[src/rtl/oled_spi_byte_master.sv]
// oled_spi_byte_master: mode-3 MSB-first SPI byte master for the Pmod OLED, one byte per start/done handshake.
module oled_spi_byte_master #(
    parameter int CLK_DIV = 2,
    parameter int CS_GAP  = 2
) (
    input  logic       clk,
    input  logic       rst,
    input  logic       start,
    input  logic [7:0] data_in,
    input  logic       dc_in,
    output logic       busy,
    output logic       done,
    output logic [7:0] data_out,
    output logic       sclk,
    output logic       mosi,
    input  logic       miso,
    output logic       cs,
    output logic       dc
);
    generate
        if (CLK_DIV < 1) begin : g_bad_div
            $error("CLK_DIV must be >= 1");
        end
        if (CS_GAP < 1) begin : g_bad_gap
            $error("CS_GAP must be >= 1");
        end
    endgenerate

    localparam int MX = CLK_DIV > CS_GAP ? CLK_DIV : CS_GAP;
    localparam int CW = $clog2(MX + 1);

    typedef enum logic [2:0] {IDLE, SETUP, SHIFT, HOLD, GAP} state_t;

    state_t        state_q, state_d;
    logic [CW-1:0] cnt_q, cnt_d;
    logic [3:0]    half_q, half_d;
    logic [7:0]    tx_q, tx_d, rx_q, rx_d, data_out_q, data_out_d;
    logic          cs_q, cs_d, sclk_q, sclk_d, mosi_q, mosi_d;
    logic          dc_q, dc_d, busy_q, busy_d, done_q, done_d;
    logic          div_end, gap_end;

    assign div_end = cnt_q == CW'(CLK_DIV - 1);
    assign gap_end = cnt_q == CW'(CS_GAP - 1);

    always_comb begin
        state_d    = state_q;
        cnt_d      = cnt_q + 1'b1;
        half_d     = half_q;
        tx_d       = tx_q;
        rx_d       = rx_q;
        data_out_d = data_out_q;
        cs_d       = cs_q;
        sclk_d     = sclk_q;
        mosi_d     = mosi_q;
        dc_d       = dc_q;
        busy_d     = busy_q;
        done_d     = 1'b0;
        case (state_q)
            IDLE: begin
                cnt_d  = '0;
                half_d = '0;
                if (start) begin
                    tx_d    = data_in;
                    dc_d    = dc_in;
                    cs_d    = 1'b0;
                    mosi_d  = data_in[7];
                    busy_d  = 1'b1;
                    state_d = SETUP;
                end
            end
            SETUP: if (div_end) begin
                cnt_d   = '0;
                sclk_d  = 1'b0;
                state_d = SHIFT;
            end
            SHIFT: if (div_end) begin
                // Even half counts end with a rising edge; the final half-period just hands over to HOLD.
                cnt_d  = '0;
                half_d = half_q + 1'b1;
                if (half_q == 4'd15) begin
                    state_d = HOLD;
                end else if (!half_q[0]) begin
                    sclk_d = 1'b1;
                    rx_d   = {rx_q[6:0], miso};
                end else begin
                    sclk_d = 1'b0;
                    tx_d   = {tx_q[6:0], 1'b0};
                    mosi_d = tx_q[6];
                end
            end
            HOLD: if (div_end) begin
                cnt_d   = '0;
                cs_d    = 1'b1;
                mosi_d  = 1'b0;
                state_d = GAP;
            end
            GAP: if (gap_end) begin
                cnt_d      = '0;
                done_d     = 1'b1;
                busy_d     = 1'b0;
                data_out_d = rx_q;
                state_d    = IDLE;
            end
            default: state_d = IDLE;
        endcase
    end

    always_ff @(posedge clk) begin
        if (rst) begin
            state_q    <= IDLE;
            cnt_q      <= '0;
            half_q     <= '0;
            tx_q       <= '0;
            rx_q       <= '0;
            data_out_q <= '0;
            cs_q       <= 1'b1;
            sclk_q     <= 1'b1;
            mosi_q     <= 1'b0;
            dc_q       <= 1'b0;
            busy_q     <= 1'b0;
            done_q     <= 1'b0;
        end else begin
            state_q    <= state_d;
            cnt_q      <= cnt_d;
            half_q     <= half_d;
            tx_q       <= tx_d;
            rx_q       <= rx_d;
            data_out_q <= data_out_d;
            cs_q       <= cs_d;
            sclk_q     <= sclk_d;
            mosi_q     <= mosi_d;
            dc_q       <= dc_d;
            busy_q     <= busy_d;
            done_q     <= done_d;
        end
    end

    assign busy     = busy_q;
    assign done     = done_q;
    assign data_out = data_out_q;
    assign sclk     = sclk_q;
    assign mosi     = mosi_q;
    assign cs       = cs_q;
    assign dc       = dc_q;
endmodule

[config.mk]
export PLATFORM = sky130hd
export DESIGN_NAME = oled_spi_byte_master
export DESIGN_NICKNAME = d
export VERILOG_FILES = /design/src/rtl/oled_spi_byte_master.sv
export SDC_FILE = /design/constraint.sdc
export NUM_CORES = 1
export LEC_CHECK = 0
export ABC_CLOCK_PERIOD_IN_PS = 2200
export CAP_MARGIN = 20
export CORE_UTILIZATION = 53
export DETAILED_ROUTE_END_ITERATION = 10
export GPL_TIMING_DRIVEN = 0
export HOLD_SLACK_MARGIN = 0.02
export PLACE_DENSITY = 0.9
export SYNTH_ARGS = -nofsm -noshare
export SYNTH_HDL_FRONTEND = slang
export SYNTH_SLANG_ARGS = --single-unit
[constraint.sdc]
create_clock -name clk -period 2.2 [get_ports clk]
set_clock_uncertainty 0.2 [all_clocks]
set_input_delay 0.33 -clock clk [delete_from_list [all_inputs] [get_ports clk]]
set_output_delay 0.33 -clock clk [all_outputs]
set_load 0.005 [all_outputs]
==> metrics.md <==
| Metric | Value |
|---|---|
| RSZ-0062 raised after global routing | no |
| Reg2reg setup slack | between 0.2 and 0.25 ns |
| Area grow syn2layout | 24.2% |
| Synth area leader | dfxtp_1 |
| Clock buffer depth | 2 |
| Finish-stage setup viols | 0 |
| Final hold slack | ~0.26 ns |
| Cells after Synth | between 150 and 200 |
| Initial DRT Pass Iterations | 4 |
| Final Hold Vio Count | 0 |
| Die width | between 50 and 60 um |
| Slowest-stage cell, CP | dfxtp_1 |
| Most frequent cells after synthesis | dfxtp_1 (38), a21oi_1 (25), nand2_1 (20), nor2_1 (18), mux2i_1 (15) |
| Worst vdd ir | around 0.65 mV |
| Setup CP Type | reg -> reg |
| Delay-heaviest family, CP | compound AO/OA/AOI/OAI gates |
| HP Class | reg -> reg |
| Worst Setup EP | tx_q[1] |
| #FFs+latches synth | 38 |
| Post-synth EDFFs | 0 |
| Hold-fix buffers, CTS | 0 |
| Vias in the first global route | approximately 1400 |
| Max Cap Viol | 0 |
| FP Rows | 20 |
| Cell Pwr Density | just under 900 nW/um^2 |
| Latest clock arrival within the worst-skew pair | around 0.34 ns |
| Slew margin rel. | 0.658 |
| TritonCTS clock tree | yes |
| Post-DR wirelength/cell | around 13 um |
| Outcome | finished clean |
| Critical path cell sequence | ha_1 -> and3_1 -> o21ai_2 -> buf_2 -> a21oi_1 -> a311oi_1 |
| Mean Syn Cell Area | 9.01 sq um |
| Worst slew pin tran | approximately 0.5 ns |
| Worst Setup SP | half_q[0] |
| # DRC | 0 |
| Die H | between 50 and 60 um |
| Nets | 245 |
| Yosys cell types | about 40 |
| Worst path arrival time | slightly above 2 ns |
| Ys flop type | dfxtp_1 |
| Max-slew violations | 0 |
| Post-synth top area share | 0.431 |
| Clock Sinks | 38 |
| Grt total ovfl | 0 |
| R2R cell count | 6 |
| ANT cells | 0 |
| Antenna-violating nets left | 0 |
| Required @ worst endpoint | between 2 and 2.5 ns |
| Post-Layout Cell Count | 274 |
| RePlAce Congestion | about 0.85 |
| Resized cells post-CTS | 0 |
| Tmin final | just under 2 ns |
| Post-route clock period utilization | 0.901 |
| Post-CTS Repair Setup Buffers | 0 |
| Synthesis Warnings | 0 |
| P_leak | between 0.7 and 0.8 nW |
| Mapped Area | around 1800 sq um |
| CP max stage delay | 0.41 ns |
| Register area share after synthesis | 0.431 |
| DIE AREA | about 3600 sq um |
| Critical Path Stages | 6 |
| Buffers on Ports | 26 |
| Largest net degree at the start of global routing | 13 |
| Total global-route track usage | 0.227 |
| Buf/Inv on CP | 1 |
| CTS Root Cell | clkbuf_4 |
| Fin util | 0.706 |
| Asr flop ratio synth | 0 |
| Worst r2r src | half_q[0] |
| Most frequent cell after synthesis | dfxtp_1 |
| Initial antenna violation count | 0 |
| DRT iter0 DRCs | 62 |
| Crit Path Max Fanout | 10 |
| F_max | between 0.5 and 0.6 GHz |
| Area of the core | 3100 sq um |
| Layout cells sized above 1 | 0.113 |
| Routed WL | about 3.5 mm |
| HPWL Detailed | between 2 and 2.5 mm |
| Startpoint types | flop |
| Total CTS buffers | 5 |
| Clk slew on worst S/H paths | about 0.11 ns |
| Synthesized net count | roughly 210 |
| Crit Reg-Reg Endpoint | tx_q[1] |
| H-tree levels | 2 |
| Detail-routed via count per cell | approximately 5.5 |
| Critical path endpoint category | flop |
| Routed vias | 1498 |
| DP Cell Count | 266 |
| Starting Density | 0.569 |
| Top-Level Pins | 27 |
| First-pass GRT wire length | around 6 mm |
| Top cells by area, synth | dfxtp_1 (43%), mux2i_1 (8.5%), a21oi_1 (7.1%) |
| TNS Setup | 0 ns |
worst min-delay path by stage:
stage | cells after the start | to | start | slack (ns)
2_1_floorplan | 1 | cnt_q[0] | cnt_q[0] | 0.23
3_3_place_gp | 2 | data_out[3] | data_out[3] | 0.25
3_5_place_dp | 2 | data_out[2] | data_out[2] | 0.25
4_1_cts | 2 | data_out[4] | data_out[4] | 0.27
5_1_grt | 2 | data_out[5] | data_out[5] | 0.29
6_report | 2 | data_out[4] | data_out[4] | 0.26
placed cells by master (no fill, tap or decap), types with 5 or more instances in the layout:
| cell type | count |
|---|---|
| dfxtp_1 | 38 |
| buf_2 | 5 |
| nor2_1 | 18 |
| clkdlybuf4s50_1 | 26 |
| clkbuf_1 | 5 |
| a21oi_1 | 25 |
| o21ai_0 | 5 |
| nand3b_1 | 5 |
| nand2_1 | 20 |
| clkbuf_4 | 5 |
| a311oi_1 | 7 |
| nor3_1 | 5 |
| mux2i_1 | 15 |
final cells by class:
type                    count  area [sq um]
fillers                   251           911
plain buffers              16           100
multi-input cells         138           890
inverters                   4          15.0
clock buffers               6          51.3
well taps                  44          55.1
flip-flops and latches     38           761
clock inverters             2          60.1
repair buffers             26           260
tightest hold or removal path, delay by kind of cell, from the launching register on:
family           cells  cell delay [ns]
AND/OR/NAND/NOR      1             0.05
flip-flops           1             0.33
AO/OA/AOI/OAI        1             0.05
logic make-up after synthesis:
| kind of cell | share of synthesized area |
|---|---|
| fa+ha+maj | 0.0213 |
| buf+inv | 0.0652 |
| simple gates | 0.187 |
| xor+xnor | 0.00992 |
| mux | 0.0978 |
| compound gates | 0.188 |
| flops | 0.431 |
registers in the layout (all words and copies together), names as in the netlist:
| signal | cells |
|---|---|
| half_q | 4 |
| busy | 1 |
| mosi | 1 |
| rx_q | 8 |
| cnt_q | 2 |
| state_q | 3 |
| done | 1 |
| dc | 1 |
| data_out | 8 |
| sclk | 1 |
| tx_q | 7 |
| cs | 1 |
stage by stage:
stage	power, mW	worst slack [ns]	cell area [sq um]
after floorplan	1.15	0.432	1770
after global placement	1.28	0.140	2080
after detailed placement	1.29	0.134	2080
after CTS	1.90	0.211	2190
after global routing	2.00	0.0383	2190
final	1.90	0.217	2190
per-layer routing:
metal,share of wire,global-route usage
met5,0,0
met4,0.0057,0.0997
met3,0.023,0.0433
met2,0.48,0.357
met1,0.49,0.303
power by group:
group	internal (mW)	leakage, nW	switching [mW]
Clock	0.385	0.0585	0.231
Sequential	0.755	0.309	0.0470
Combinational	0.227	0.410	0.252
Total	1.37	0.778	0.530
Note: power is estimated with default switching activity, not from simulation.
